<file path="src/rtl/sopc_bus_ic_pkg.sv">
// Shared definitions for the SoPC data-side bus interconnect: FSM encoding,
// bus-error constants and the default ROM/RAM/peripheral address map.
package sopc_bus_ic_pkg;

   typedef enum logic [1:0] {
      ST_IDLE = 2'd0,
      ST_BUSY = 2'd1,
      ST_DONE = 2'd2,
      ST_ERR  = 2'd3
   } bus_state_e;

   localparam logic [31:0] ERR_ADDR_RST = 32'h0000_0000;

   localparam int unsigned DEF_NUM_SLAVES = 4;

   // Slave 0 ROM, slave 1 RAM, slaves 2/3 peripherals; 256 MiB windows.
   localparam logic [127:0] DEF_SLV_BASE = {32'h3000_0000, 32'h2000_0000,
                                            32'h1000_0000, 32'h0000_0000};
   localparam logic [127:0] DEF_SLV_MASK = {4{32'hF000_0000}};

   function automatic int unsigned idx_width(input int unsigned n);
      return (n > 1) ? $clog2(n) : 1;
   endfunction

   function automatic int unsigned cnt_width(input int unsigned timeout);
      return (timeout > 0) ? $clog2(timeout + 1) : 1;
   endfunction

endpackage

</file>
<file path="src/rtl/sopc_bus_ic_addr_decoder.sv">
// Combinational address decoder: per-slave hit vector, lowest-index priority
// select and an any-hit flag.
module sopc_addr_decoder
   import sopc_bus_ic_pkg::*;
#(
   parameter int unsigned                    NUM_SLAVES = DEF_NUM_SLAVES,
   parameter int unsigned                    ADDR_W     = 32,
   parameter logic [NUM_SLAVES*ADDR_W-1:0]   SLV_BASE   = DEF_SLV_BASE,
   parameter logic [NUM_SLAVES*ADDR_W-1:0]   SLV_MASK   = DEF_SLV_MASK,
   localparam int unsigned                   IDX_W      = idx_width(NUM_SLAVES)
) (
   input  logic [ADDR_W-1:0]     addr_i,
   output logic [NUM_SLAVES-1:0] hit_o,
   output logic [IDX_W-1:0]      idx_o,
   output logic                  any_hit_o
);

   for (genvar g = 0; g < NUM_SLAVES; g++) begin : g_hit
      assign hit_o[g] = (addr_i & SLV_MASK[g*ADDR_W +: ADDR_W]) == SLV_BASE[g*ADDR_W +: ADDR_W];
   end

   // Scan downwards so the lowest matching index is the one left standing.
   always_comb begin
      idx_o = '0;
      for (int i = NUM_SLAVES - 1; i >= 0; i--) begin
         if (hit_o[i]) idx_o = IDX_W'(i);
      end
   end

   assign any_hit_o = |hit_o;

endmodule

</file>
<file path="src/rtl/sopc_bus_ic.sv">
// Data-side bus interconnect: latches a CPU request, drives one slave until it
// is ready (or times out), and returns read data or a one-cycle bus error.
module sopc_bus_ic
   import sopc_bus_ic_pkg::*;
#(
   parameter int unsigned                  NUM_SLAVES = DEF_NUM_SLAVES,
   parameter int unsigned                  ADDR_W     = 32,
   parameter int unsigned                  DATA_W     = 32,
   parameter int unsigned                  TIMEOUT    = 255,
   parameter logic [NUM_SLAVES*ADDR_W-1:0] SLV_BASE   = DEF_SLV_BASE,
   parameter logic [NUM_SLAVES*ADDR_W-1:0] SLV_MASK   = DEF_SLV_MASK
) (
   input  logic                         clk,
   input  logic                         rst,
   input  logic                         m_ce,
   input  logic                         m_we,
   input  logic [DATA_W/8-1:0]          m_sel,
   input  logic [ADDR_W-1:0]            m_addr,
   input  logic [DATA_W-1:0]            m_wdata,
   output logic [DATA_W-1:0]            m_rdata,
   output logic                         m_stall,
   output logic                         m_err,
   output logic [NUM_SLAVES-1:0]        s_ce,
   output logic                         s_we,
   output logic [DATA_W/8-1:0]          s_sel,
   output logic [ADDR_W-1:0]            s_addr,
   output logic [DATA_W-1:0]            s_wdata,
   input  logic [NUM_SLAVES*DATA_W-1:0] s_rdata,
   input  logic [NUM_SLAVES-1:0]        s_ready,
   output logic [ADDR_W-1:0]            err_addr
);

   localparam int unsigned    SEL_W   = DATA_W / 8;
   localparam int unsigned    IDX_W   = idx_width(NUM_SLAVES);
   localparam int unsigned    CNT_W   = cnt_width(TIMEOUT);
   localparam logic [CNT_W-1:0] CNT_MAX = '1;
   localparam logic [CNT_W-1:0] TO_CNT  = CNT_W'(TIMEOUT);

   bus_state_e             state_q, state_d;
   logic [CNT_W-1:0]       cnt_q, cnt_d, cnt_inc;
   logic [DATA_W-1:0]      rdata_q;
   logic [ADDR_W-1:0]      err_addr_q;
   logic                   we_q;
   logic [SEL_W-1:0]       sel_q;
   logic [ADDR_W-1:0]      addr_q;
   logic [DATA_W-1:0]      wdata_q;
   logic [IDX_W-1:0]       idx_q;
   logic [NUM_SLAVES-1:0]  sce_q;

   logic [NUM_SLAVES-1:0]  dec_hit;
   logic [IDX_W-1:0]       dec_idx;
   logic                   dec_any;
   logic                   load_req, cap_rdata, load_err, timeout_hit;

   sopc_addr_decoder #(
      .NUM_SLAVES (NUM_SLAVES),
      .ADDR_W     (ADDR_W),
      .SLV_BASE   (SLV_BASE),
      .SLV_MASK   (SLV_MASK)
   ) u_dec (
      .addr_i    (m_addr),
      .hit_o     (dec_hit),
      .idx_o     (dec_idx),
      .any_hit_o (dec_any)
   );

   // Counter saturates rather than wrapping; a timeout fires on the BUSY cycle
   // that would bring it to TIMEOUT, giving exactly TIMEOUT select cycles.
   assign cnt_inc     = (cnt_q == CNT_MAX) ? cnt_q : cnt_q + CNT_W'(1);
   assign timeout_hit = (TIMEOUT != 0) && (cnt_inc == TO_CNT);

   always_comb begin
      state_d   = state_q;
      cnt_d     = cnt_q;
      m_stall   = 1'b0;
      m_err     = 1'b0;
      m_rdata   = '0;
      load_req  = 1'b0;
      cap_rdata = 1'b0;
      load_err  = 1'b0;
      unique case (state_q)
         ST_IDLE: begin
            m_stall = m_ce & rst;
            if (m_ce) begin
               load_req = 1'b1;
               cnt_d    = '0;
               state_d  = dec_any ? ST_BUSY : ST_ERR;
            end
         end
         ST_BUSY: begin
            m_stall = 1'b1;
            cnt_d   = cnt_inc;
            if (s_ready[idx_q]) begin
               cap_rdata = ~we_q;
               state_d   = ST_DONE;
            end else if (timeout_hit) begin
               state_d = ST_ERR;
            end
         end
         ST_DONE: begin
            m_rdata = rdata_q;
            state_d = ST_IDLE;
         end
         ST_ERR: begin
            m_err    = 1'b1;
            load_err = 1'b1;
            state_d  = ST_IDLE;
         end
         default: state_d = ST_IDLE;
      endcase
   end

   always_ff @(posedge clk) begin
      if (!rst) begin
         state_q    <= ST_IDLE;
         cnt_q      <= '0;
         rdata_q    <= '0;
         err_addr_q <= ADDR_W'(ERR_ADDR_RST);
      end else begin
         state_q <= state_d;
         cnt_q   <= cnt_d;
         if (cap_rdata) rdata_q <= s_rdata[idx_q*DATA_W +: DATA_W];
         if (load_err)  err_addr_q <= addr_q;
      end
   end

   // Request fields are only meaningful while the FSM is past IDLE, so no reset.
   always_ff @(posedge clk) begin
      if (load_req) begin
         we_q    <= m_we;
         sel_q   <= m_sel;
         addr_q  <= m_addr;
         wdata_q <= m_wdata;
         idx_q   <= dec_idx;
         sce_q   <= dec_hit & ~(dec_hit - NUM_SLAVES'(1));
      end
   end

   assign s_ce     = (state_q == ST_BUSY) ? sce_q : '0;
   assign s_we     = we_q;
   assign s_sel    = sel_q;
   assign s_addr   = addr_q;
   assign s_wdata  = wdata_q;
   assign err_addr = err_addr_q;

endmodule

</file>
<file path="config.mk">
export PLATFORM = sky130hd
export DESIGN_NAME = sopc_bus_ic
export DESIGN_NICKNAME = d
export VERILOG_FILES = /design/src/rtl/sopc_bus_ic_pkg.sv /design/src/rtl/sopc_bus_ic_addr_decoder.sv /design/src/rtl/sopc_bus_ic.sv
export SDC_FILE = /design/constraint.sdc
export NUM_CORES = 1
export LEC_CHECK = 0
export BUFFER_PORTS_ARGS = -buffer_cell sky130_fd_sc_hd__buf_4
export CORE_MARGIN = 8
export CORE_UTILIZATION = 45
export CTS_CLUSTER_DIAMETER = 40
export CTS_CLUSTER_SIZE = 16
export DETAILED_ROUTE_END_ITERATION = 10
export GPL_TIMING_DRIVEN = 0
export PLACE_DENSITY_LB_ADDON = 0.3
export SETUP_SLACK_MARGIN = 0.2
export SYNTH_ARGS = -nofsm -noshare
export SYNTH_HDL_FRONTEND = slang
export SYNTH_SLANG_ARGS = --single-unit
</file>
<file path="constraint.sdc">
create_clock -name clk -period 3.4 [get_ports clk]
set_clock_uncertainty 0.05 [all_clocks]
set_input_delay 0.34 -clock clk [delete_from_list [all_inputs] [get_ports clk]]
set_output_delay 0.34 -clock clk [all_outputs]
set_load 0.005 [all_outputs]
</file>
==> results.tsv <==
stage	metric	value	unit
outcome	status	completed	
placement	placed_area	8970	sq um
floorplan	num_io_pins	343	
clock_tree	clockRootBuffer	clkbuf_16	
cells_and_area	design_area	9570	sq um
clock_tree	h-tree-depth	4	
floorplan	dieHeight	133	um
timing	final_hold_viol_count	0	
worst_setup_path	path_cells	nand2_1, inv_1, buf_1, buf_4	
timing	fin_tns_setup	0	ns
synthesis	seq_area_frac_synth	60.4	%
cells_and_area	layout-drive-gt1-share	46.6	%
worst_setup_path	path_delay_family	buffers and inverters	
clock_tree	cts_tree	yes	
clock_tree	clock_latency	0.42	ns
drt	via_per_inst	5.05	
floorplan	fp-row-count	43	
grt	grt_pass1_vias	5739	
timing	setup_viol	0	
worst_setup_path	max_stage_delay	0.45	ns
synthesis	yosys_warnings	0	
drt	vias	5467	
synthesis	synth_top_area_share	36.5	%
timing	relSlewSlack	39.1	%
cells_and_area	fill_cells	1060	
timing	hold_slack	0.0377	ns
synthesis	netlist_area	6180	sq um
clock_tree	postCtsHoldBufs	0	
power	swShare	23.6	%
cells_and_area	nNetsFinal	1094	
flow_run	maxCapViolCount	0	
grt	grt_antenna_before_repair	1	
worst_setup_path	crit_arrival	1.93	ns
cells_and_area	fin_util	70.0	%
worst_setup_path	cp_data_required_time	3.01	ns
power	combinationalPowerShare	14.4	%
drt	firstDrtPassIters	4	
placement	port_buffers	342	
placement	place_hpwl	17.2	mm
clock_tree	clk_path_buf_depth	2	
floorplan	initial_core_util	45.2	%
power	totalPowerFinal	4.57	mW
synthesis	yosysTopAreaCell	edfxtp_1	
synthesis	synth_area_leaders	edfxtp_1 (36%), dfxtp_1 (24%), mux4_2 (12%), nand2_1 (8.3%), a21oi_1 (5.8%)	
worst_setup_path	crit_buf_inv	3	
timing	rsz0062_at_grt	false	
grt	gr-total-overflow	0	
power	power_density	478	nW/um^2
timing	post-route-period-util	68.1	%
worst_setup_path	crit_slowest_cell	dfxtp_1	
clock_tree	clkSinkCount	149	
worst_setup_path	path_class	reg -> out	
synthesis	ys_seq_elements	149	
floorplan	die_x	133	um
power	pwr-share-clk	40.5	%
drt	drtIter0Drc	237	
power	p_leak	3.99	nW
synthesis	syn_avg_cell_area	11.7	sq um
drt	ant_nets	0	
clock_tree	post_cts_buffers	0	
floorplan	dieArea	17700	sq um
power	ir_drop	0.379	mV
timing	maxSlewViolCount	0	
drt	wl_per_cell	19.8	um
worst_setup_path	end_kind	output port	
grt	grt_max_degree	76	
drt	drc	0	
synthesis	ys_types	37	
timing	finalCriticalPeriod	2.32	ns
worst_setup_path	start_kind	flop	
grt	grt_pass1_wl	32.1	mm
clock_tree	cts_resized	0	
clock_tree	cts_buffers	17	
floorplan	core_area	13700	sq um
min_path	hp-class	in -> reg	
synthesis	synth_fp_nets	733	
worst_setup_path	path_max_fanout	10	
placement	gp_congestion	0.862	
drt	wl	21.5	mm
timing	worst_slew_pin_slew	0.913	ns
power	power.switching	1.08	mW
grt	track_usage	23.7	%
clock_tree	clkTransAtPathRegs	0.06	ns
synthesis	syn_inst	528	
power	intPower	3.49	mW
timing	max_freq	0.432	GHz
power	power_frac_seq	45.1	%
cells_and_area	syn_to_final_growth	54.9	%
## state kept, by name, summed over array words and instances (netlist names)
signal,flops
s_addr,32
s_sel,4
rdata_q,32
state_q,2
err_addr,32
cnt_q,8
sce_q,4
s_we,1
idx_q,2
s_wdata,32
## path summary, 6_finish.rpt
path         startpoint          end  slack [ns]  cells after the start
max          state_q[1]        m_err        1.08                      4
max reg2reg    idx_q[1]  rdata_q[14]        1.43                      5
min reg2reg  rdata_q[5]   rdata_q[5]        0.40                      2
min          m_addr[23]   s_addr[23]        0.04                      1
## synth_stat cells
cell,n
nand2_1,136
edfxtp_1,75
dfxtp_1,74
a21oi_1,71
and2_1,38
mux4_2,33
clkbuf_1,23
nand3_1,10
nor2_1,7
buf_2,6
and4_1,4
inv_1,4
nand2b_1,4
nor2b_1,4
o21ai_0,4
a31oi_1,3
buf_6,3
nor3_1,3
a211oi_1,2
and3_1,2
buf_1,2
buf_4,2
mux2i_1,2
nand4_1,2
nor4_1,2
a2111oi_0,1
a31o_2,1
a32oi_1,1
and2b_1,1
clkinv_1,1
ha_1,1
nand3b_4,1
nor3b_4,1
o2111ai_1,1
o211a_1,1
o21a_1,1
or3_1,1
## power groups by stage
| stage | clock [mW] | sequential, mW | combinational, mW |
|---|---|---|---|
| after global routing | 1.95 | 2.07 | 0.708 |
| after floorplan | 0 | 2.10 | 0.255 |
| after detailed placement | 0 | 2.10 | 0.666 |
| final | 1.85 | 2.06 | 0.657 |
| after global placement | 0 | 2.10 | 0.659 |
| after CTS | 1.88 | 2.06 | 0.669 |
## cells in the final DEF (no fill, tap or decap), types with 4 or more instances in the layout
master,synthesis,final
nand2_1,136,136
mux4_2,33,33
nand3_1,10,10
edfxtp_1,75,75
dfxtp_1,74,74
clkbuf_1,23,25
nand2b_1,4,4
inv_6,0,5
and4_1,4,4
buf_4,2,344
nor2_1,7,7
a21oi_1,71,71
o21ai_0,4,4
nor2b_1,4,4
buf_2,6,6
and2_1,38,38
clkbuf_16,0,18
## per-stage QoR
stage,setup slack (ns),instances
final,1.08,1083
after global routing,0.932,1083
after global placement,0.0903,1050
after floorplan,0.825,528
after detailed placement,1.42,1050
after CTS,1.04,1082
## per-layer routing
metal | up-vias | share of wire [%] | GRT usage (%)
li1 | 2609 | - | -
met1 | 2539 | 34 | 23.3
met2 | 279 | 50 | 40.9
met3 | 40 | 12 | 11.9
met4 | 0 | 3.5 | 10.9
met5 | - | 0 | 0
## logic make-up after synthesis
group / synth area share, %
and+or+nand+nor: 16.4
AOI/OAI and AO/OA: 7.47
adders and majority gates: 0.203
buffers and inverters: 3.10
DFF: 60.4
muxes: 12.4
## final cells by class
| type | instances | area, sq um | area share, % |
|---|---|---|---|
| antenna | 1 | 2.50 | 0.0262 |
| buffer | 36 | 173 | 1.80 |
| clock buffer | 22 | 485 | 5.07 |
| clock inverter | 10 | 108 | 1.12 |
| inverter | 5 | 21.3 | 0.222 |
| multi-input combinational | 338 | 2250 | 23.5 |
| sequential | 149 | 3730 | 39.0 |
| tap | 180 | 225 | 2.35 |
| timing repair buffer | 342 | 2570 | 26.8 |
No activity file was read; power rests on OpenSTA's default activity.
